===== config.mk =====
export PLATFORM = sky130hd
export DESIGN_NAME = sap1_out_display_flat
export DESIGN_NICKNAME = d
export VERILOG_FILES = /design/src/rtl/sap1_out_display_if.sv /design/src/rtl/sap1_out_display.sv /design/src/flat_wrapper.sv
export SDC_FILE = /design/constraint.sdc
export NUM_CORES = 1
export LEC_CHECK = 0
export CORE_ASPECT_RATIO = 1.2
export CORE_MARGIN = 2
export CORE_UTILIZATION = 60
export DETAILED_ROUTE_END_ITERATION = 8
export GPL_ROUTABILITY_DRIVEN = 0
export PLACE_DENSITY = 0.95
export SETUP_SLACK_MARGIN = 0.4
export SLEW_MARGIN = 20
export SYNTH_ARGS = -nofsm -noshare
export SYNTH_HDL_FRONTEND = slang
export SYNTH_SLANG_ARGS = --single-unit

===== constraint.sdc =====
create_clock -name clk -period 3.4 [get_ports clk]
set_input_delay 0.51 -clock clk [delete_from_list [all_inputs] [get_ports clk]]
set_output_delay 0.51 -clock clk [all_outputs]
set_load 0.02 [all_outputs]

===== src/rtl/sap1_out_display_if.sv =====
`default_nettype none
// ============================================================================
// Module      : sap1_out_display_if
// Description : Output-register capture bus and display outputs for the SAP-1
//               output-display stage.
// Revision    : 1.0 - initial release
// ============================================================================
interface sap1_out_display_if;
    logic [7:0]  out_val;
    logic        out_load;
    logic        busy;
    logic [11:0] bcd;
    logic [2:0]  dig_sel;
    logic [6:0]  seg;

    modport master (
        output out_val,
        output out_load,
        input  busy,
        input  bcd,
        input  dig_sel,
        input  seg
    );

    modport slave (
        input  out_val,
        input  out_load,
        output busy,
        output bcd,
        output dig_sel,
        output seg
    );
endinterface
`default_nettype wire


===== src/rtl/sap1_out_display.sv =====
`default_nettype none
// ============================================================================
// Module      : sap1_out_display
// Description : Captures SAP-1 output values, converts them to BCD with a
//               bit-serial double-dabble, and scans three 7-segment digits.
// Revision    : 1.0 - initial release
// ============================================================================
module sap1_out_display #(
    parameter int unsigned SCAN_DIV = 4
) (
    input  wire logic         clk,
    input  wire logic         rst,
    sap1_out_display_if.slave bus
);

    localparam logic [0:0]  S_IDLE      = 1'b0;
    localparam logic [0:0]  S_CONV      = 1'b1;
    localparam logic [15:0] C_SCAN_LAST = 16'(SCAN_DIV - 1);

    logic [0:0]  state_q,    state_d;
    logic [19:0] shreg_q,    shreg_d;
    logic [2:0]  cnt_q,      cnt_d;
    logic [11:0] bcd_q,      bcd_d;
    logic        pend_q,     pend_d;
    logic [7:0]  pend_val_q, pend_val_d;
    logic [15:0] scan_cnt_q, scan_cnt_d;
    logic [2:0]  dig_sel_q,  dig_sel_d;

    logic [19:0] w_adj;
    logic [19:0] w_shifted;
    logic [3:0]  w_nib;
    logic        w_blank;

    function automatic logic [3:0] add3(input logic [3:0] n);
        return (n >= 4'd5) ? n + 4'd3 : n;
    endfunction

    // State register
    always_ff @(posedge clk) begin
        if (rst) begin
            state_q    <= S_IDLE;
            shreg_q    <= '0;
            cnt_q      <= '0;
            bcd_q      <= '0;
            pend_q     <= 1'b0;
            pend_val_q <= '0;
            scan_cnt_q <= '0;
            dig_sel_q  <= 3'b001;
        end else begin
            state_q    <= state_d;
            shreg_q    <= shreg_d;
            cnt_q      <= cnt_d;
            bcd_q      <= bcd_d;
            pend_q     <= pend_d;
            pend_val_q <= pend_val_d;
            scan_cnt_q <= scan_cnt_d;
            dig_sel_q  <= dig_sel_d;
        end
    end

    assign w_adj     = {add3(shreg_q[19:16]), add3(shreg_q[15:12]),
                        add3(shreg_q[11:8]), shreg_q[7:0]};
    assign w_shifted = {w_adj[18:0], 1'b0};

    // Next-state and datapath
    always_comb begin
        state_d    = state_q;
        shreg_d    = shreg_q;
        cnt_d      = cnt_q;
        bcd_d      = bcd_q;
        pend_d     = pend_q;
        pend_val_d = pend_val_q;
        case (state_q)
            S_IDLE: begin
                if (bus.out_load) begin
                    state_d = S_CONV;
                    shreg_d = {12'h000, bus.out_val};
                    cnt_d   = 3'd0;
                end
            end
            S_CONV: begin
                shreg_d = w_shifted;
                cnt_d   = cnt_q + 3'd1;
                if (cnt_q == 3'd7) begin
                    bcd_d = w_shifted[19:8];
                    // A same-edge strobe is newer than anything parked in pending
                    if (bus.out_load) begin
                        shreg_d = {12'h000, bus.out_val};
                        cnt_d   = 3'd0;
                        pend_d  = 1'b0;
                    end else if (pend_q) begin
                        shreg_d = {12'h000, pend_val_q};
                        cnt_d   = 3'd0;
                        pend_d  = 1'b0;
                    end else begin
                        state_d = S_IDLE;
                    end
                end else if (bus.out_load) begin
                    pend_d     = 1'b1;
                    pend_val_d = bus.out_val;
                end
            end
            default: state_d = S_IDLE;
        endcase
    end

    // Free-running digit scanner
    always_comb begin
        scan_cnt_d = scan_cnt_q + 16'd1;
        dig_sel_d  = dig_sel_q;
        if (scan_cnt_q == C_SCAN_LAST) begin
            scan_cnt_d = 16'd0;
            dig_sel_d  = {dig_sel_q[1:0], dig_sel_q[2]};
        end
    end

    // Outputs
    always_comb begin
        w_nib   = bcd_q[3:0];
        w_blank = 1'b0;
        case (dig_sel_q)
            3'b010: begin
                w_nib   = bcd_q[7:4];
                w_blank = (bcd_q[11:4] == 8'h00);
            end
            3'b100: begin
                w_nib   = bcd_q[11:8];
                w_blank = (bcd_q[11:8] == 4'h0);
            end
            default: w_nib = bcd_q[3:0];
        endcase

        bus.busy    = (state_q == S_CONV);
        bus.bcd     = bcd_q;
        bus.dig_sel = dig_sel_q;
        case (w_nib)
            4'd0:    bus.seg = 7'h3F;
            4'd1:    bus.seg = 7'h06;
            4'd2:    bus.seg = 7'h5B;
            4'd3:    bus.seg = 7'h4F;
            4'd4:    bus.seg = 7'h66;
            4'd5:    bus.seg = 7'h6D;
            4'd6:    bus.seg = 7'h7D;
            4'd7:    bus.seg = 7'h07;
            4'd8:    bus.seg = 7'h7F;
            4'd9:    bus.seg = 7'h6F;
            default: bus.seg = 7'h00;
        endcase
        if (w_blank) begin
            bus.seg = 7'h00;
        end
    end

endmodule
`default_nettype wire


===== src/flat_wrapper.sv =====
// flat-port wrapper written by rule: the top's interface ports become plain ports
module sap1_out_display_flat 
#(
    parameter int unsigned SCAN_DIV = 4
)
  (clk, rst, bus_out_val, bus_out_load, bus_busy, bus_bcd, bus_dig_sel, bus_seg);
  sap1_out_display_if bus_i ();
  input  wire logic clk;
  input  wire logic rst;
  input wire logic [$bits(bus_i.out_val)-1:0] bus_out_val;
  input wire logic [$bits(bus_i.out_load)-1:0] bus_out_load;
  output wire logic [$bits(bus_i.busy)-1:0] bus_busy;
  output wire logic [$bits(bus_i.bcd)-1:0] bus_bcd;
  output wire logic [$bits(bus_i.dig_sel)-1:0] bus_dig_sel;
  output wire logic [$bits(bus_i.seg)-1:0] bus_seg;
  assign bus_i.out_val = bus_out_val;
  assign bus_i.out_load = bus_out_load;
  assign bus_busy = bus_i.busy;
  assign bus_bcd = bus_i.bcd;
  assign bus_dig_sel = bus_i.dig_sel;
  assign bus_seg = bus_i.seg;
  sap1_out_display #(.SCAN_DIV(SCAN_DIV)) u_core (.clk(clk), .rst(rst), .bus(bus_i));
endmodule

# == Word-level counts from Yosys, hierarchy flattened ==
# Memory sizes are Yosys's and may differ from the RTL's.
# Index checks and enable logic that the tools add are counted.
# word_totals
register_bits,64
latch_bits,0
mem_bits_rw,0
romBits,112
input_bits,11
out_inout_bits,23
elab_cells,54
n_memories,1
# op_classes
n_addsub,5
n_mul,0
div,0
n_lt_le_gt_ge,3
eq_ne,5
shift,0
mux,23
n_bitwise,2
n_reduce_logical,7
# memory_table
name,words,width,read_ports,rd_ports_with_merged_regs,write_ports,line,text
(name not given),16,7,1,0,0,sap1_out_display.sv:136,case (w_nib)
# ops
cell,n
20-bit two-way mux,4
20-bit one-hot mux with 2 select lines,1
"16-bit by 1-bit adder with 16-bit output, second input constant",1
"16-bit by 2-bit equality test with 1-bit output, second input constant",1
3-bit two-way mux,5
"4-bit by 3-bit greater-or-equal comparator with 1-bit output, second input constant",3
"4-bit by 2-bit adder with 4-bit output, second input constant",2
8-bit zero test,1
4-bit two-way mux,2
4-bit one-hot mux with 2 select lines,1
7-bit two-way mux,1
"3-bit equality test, second input constant",2
1-bit two-way mux,6
3-bit one-hot mux with 2 select lines,1
4-bit zero test,1
1-bit one-hot mux with 2 select lines,2
2-bit AND reduction,2
"3-bit by 1-bit adder with 3-bit output, second input constant",1
"3-bit by 2-bit adder with 3-bit output, second input constant",1
"3-bit by 2-bit equality test with 1-bit output, second input constant",1
3-bit AND reduction,1
"2-bit != test, second input constant",1
1-bit NOT,2
2-bit nonzero test,1
2-bit OR reduction,1

# == Depth between registers and ports, before layout ==
# logic_depth
ltp_word,6
ltp_mapped,8
ltp_nobuf,8

# == Least setup slack after synthesis ==
# Ideal clock, no wire load.
# synth_path
path_kind,flip-flop to output port
start,register u_core.dig_sel_q[2] (netlist: u_core.bus.dig_sel[2])
end,output bus_seg[3]
t_arrival_ns,2.171
t_required_ns,2.890
slack_ns,0.719
stages_incl_launch_ff,7
n_path_buf,0
cell_sequence,dfxtp_1 nand2b_4 a21oi_4 o22ai_2 inv_1 ha_1 o32ai_1
# synth_between
elab_chain_len,4
word_cells_on_any_way,6
classes_between,eq/ne: 2; mux: 3; memory: 1
# synth_lines
element,line,text
from (decl),sap1_out_display.sv:27,"logic [2:0] dig_sel_q, dig_sel_d;"
from (signal assigned),sap1_out_display.sv:57,dig_sel_q <= dig_sel_d;
3-bit equality test / 3-bit by 2-bit equality test with 1-bit output (equally long branches),sap1_out_display.sv:121,case (dig_sel_q)
4-bit one-hot mux with 2 select lines,sap1_out_display.sv:121,
memory 16 x 7 bit,--,
7-bit two-way mux *,sap1_out_display.sv:149,if (w_blank) begin
to (decl),flat_wrapper.sv:15,output wire logic [$bits(bus_i.seg)-1:0] bus_seg;
# Every way passes the cells marked *; elsewhere a longest branch is shown, timed or not.

# == Worst setup path after layout ==
# Same ends and word-level chain as after synthesis.

==> impl_metrics.yaml <==
setup_path:
  crit_type: "reg -> out"
  endpoint_kind: "output port"
  worstSetupStartpointType: "flop"
  cpPeakStageDelay_ns: 0.45
  required_ns: 2.89
  path_max_fanout: 9
  path_cells: "nand2b_4 -> a21oi_4 -> o22ai_4 -> inv_1 -> ha_1 -> o32ai_1 -> clkbuf_2"
  crit_path_top_delay_cell: "dfxtp_1"
  cp.arrival_ns: 2.35
die:
  core_sq_mm: 0.00494
  die_area_sq_mm: 0.00572
  start_util: 0.623
  row_count: 28
  io_pins: 34
  die_h_microns: 82.5
  die-width_microns: 69.4
timing:
  slew-limit-headroom: 0.473
  tightest_slew_ns: 0.790
  grt_setup_unrepaired: "false"
  finalCriticalPeriod_ns: 2.86
  fin_skew_ns: 0.0107
  setup_violations: 0
  slew_violations: 0
  tns_ns: 0
  fin_crit_sh: 0.842
  clock.fmax_ghz: 0.349
  hold_viol_final: 0
flow_run:
  maxCapViolations: 0
clock_network:
  cts.path.max_buffers: 2
  cts_root_buf: "clkbuf_8"
  hold_buffers: 0
  clk_pin_slew_ns: 0.07
  htreeDepth: 3
  cts_tree: "done"
  cts_sinks: 64
  numCtsBuffers: 9
  clock_latency_ns: 0.35
grt:
  grt_pass1_vias: 2509
  grt_usage: 0.250
  grt_max_degree: 25
  antenna_found_initial: 0
  grt_pass1_wl_microns: 11400
  overflow: 0
synthesis:
  synth_edf_count: 0
  async_reset_ff_frac: 0
  yosys_register_bits: 64
  syn_area_sq_mm: 0.00308
  ys_seq_area_frac: 0.416
  ys_warn_count: 0
  ys_types: 52
  synth_nets: 361
  netlist_instances: 336
  avgSynthCellArea_sq_um: 9.16
  synthFlopType: "dfxtp_1"
placement:
  io_buffers: 33
  postPlaceCellArea_sq_mm: 0.00343
  dpl.hpwl_microns: 4560
power:
  p_per_area_mw_per_mm2: 429
  ir_worst_vdd_v: 0.000450
  power_leakage_nw: 1.46
final_layout:
  final_cell_mix: "62 x dfxtp_1, 47 x nor2_1, 26 x clkdlybuf4s50_1, 24 x a21oi_1, 19 x nand2_1"
  nets: 395
  design_area_sq_mm: 0.00365
  antenna_cells: 0
  final_common_cell: "dfxtp_1"
  drive_above_1_share: 0.104
  area_growth_pct: 18.6
  fillerInstances: 337
route:
  drcViolationCount: 0
  vias: 2579
  drt_iter0_markers: 164
  routed_wirelength_microns: 6700
  vias_per_cell: 5.93
  detail-route-antenna-nets: 0
  drtPass1Iterations: 7
  avgRoutedWirePerCell_microns: 15.4
min_path:
  hp-class: "reg -> reg"
outcome:
  status: "complete, no violations"
==> worst paths after layout <==
check / end / start / slack, ns / cells after the start
worst min register to register: u_core.shreg_q[6]$_SDFFE_PP0P_ / u_core.shreg_q[5]$_SDFFE_PP0P_ / 0.46 / 2
worst max-delay path: bus_seg[3] / u_core.bus.dig_sel[2]$_SDFFE_PP0P_ / 0.54 / 7
worst max register to register: u_core.scan_cnt_q[15]$_SDFF_PP0_ / u_core.scan_cnt_q[0]$_SDFF_PP0_ / 1.37 / 6
worst min-delay path: u_core.shreg_q[6]$_SDFFE_PP0P_ / u_core.shreg_q[5]$_SDFFE_PP0P_ / 0.46 / 2
==> cell type report <==
class / count / area (sq um) / share of cell area
well taps: 60 / 75.1 / 0.0206
multi-input cells: 242 / 1680 / 0.461
clock buffers: 13 / 159 / 0.0435
clock inverters: 3 / 40.0 / 0.0110
repair buffers: 38 / 355 / 0.0973
flip-flops and latches: 64 / 1280 / 0.351
inverters: 15 / 56.3 / 0.0154
==> metal layers <==
layer  part of all wire  vias to the layer above  wire length, microns  track usage
met5                  0                        -                     0            0
met4              0.012                        0                    81        0.124
met3              0.046                        9                   306       0.0667
met2               0.53                       72                  3520        0.457
met1               0.42                     1231                  2790        0.272
li1                   -                     1267                     -            -
==> cell families (layout without fill, tap and decap cells) <==
logic type | count (synthesis) | after routing | synth area share
AO/OA/AOI/OAI | 81 | 81 | 0.198
XOR/XNOR | 18 | 18 | 0.0512
adder cells (fa/ha/maj) | 14 | 14 | 0.0569
buffers and inverters | 30 | 69 | 0.0419
flip-flops | 64 | 64 | 0.416
multiplexers | 17 | 17 | 0.0553
AND/OR/NAND/NOR | 112 | 112 | 0.181
==> synth_stat cells, drive strengths merged, types with 7 or more instances <==
cell    number  area [sq um]
nand3       10          50.1
clkbuf       9          33.8
nor2        47           176
inv         15          56.3
a21oi       26           145
a22o         8          71.3
nand2b       7          61.3
a222oi       7          70.1
o21ai       12          60.1
a22oi       10          75.1
dfxtp       64          1280
mux2i       17           170
xor2        12           105
ha          14           175
nand2       19          71.3
==> where the power goes <==
group	internal, mW	total, mW	switching [mW]
Sequential	0.769	0.788	0.0194
Combinational	0.0531	0.121	0.0680
Clock	0.377	0.657	0.280
==> worst max-delay path: cells and delay by family, from the launching register on <==
kind / cells / cell delay [ns]
compound gates: 3 / 0.68
flops: 1 / 0.45
buf+inv: 2 / 0.33
fa+ha+maj: 1 / 0.32
simple gates: 1 / 0.22
==> sequential cells by signal (all words and copies together) (netlist names) <==
register,flops
u_core.shreg_q,20
u_core.scan_cnt_q,16
u_core.bus.bcd,12
u_core.pend_val_q,8
u_core.bus.dig_sel,3
u_core.cnt_q,3
u_core.bus.busy,1
u_core.pend_q,1
==> per-stage QoR <==
stage / utilization / std cells / hold WS [ns] / worst slack [ns] / power, mW
after floorplan: - / 336 / 0.430 / 0.719 / 0.885
after global placement: 0.695 / 417 / 0.442 / 0.491 / 0.918
after detailed placement: 0.695 / 417 / 0.445 / 0.423 / 0.924
after CTS: 0.737 / 433 / 0.461 / 0.206 / 1.58
after global routing: 0.739 / 435 / 0.485 / 0.408 / 1.63
final: 0.739 / 435 / 0.458 / 0.538 / 1.57
==> repair_timing <==
| item | 4_1_cts | 5_1_grt |
|---|---|---|
| cloned | 0 | 0 |
| endpoints found under the hold margin | 0 | 0 |
| endpoints found under the setup margin | 7 | 4 |
| buffers inserted | 0 | 2 |
| pin swaps | 0 | 1 |
| gates resized for setup | 9 | 7 |
(Power assumes the default switching activity.)
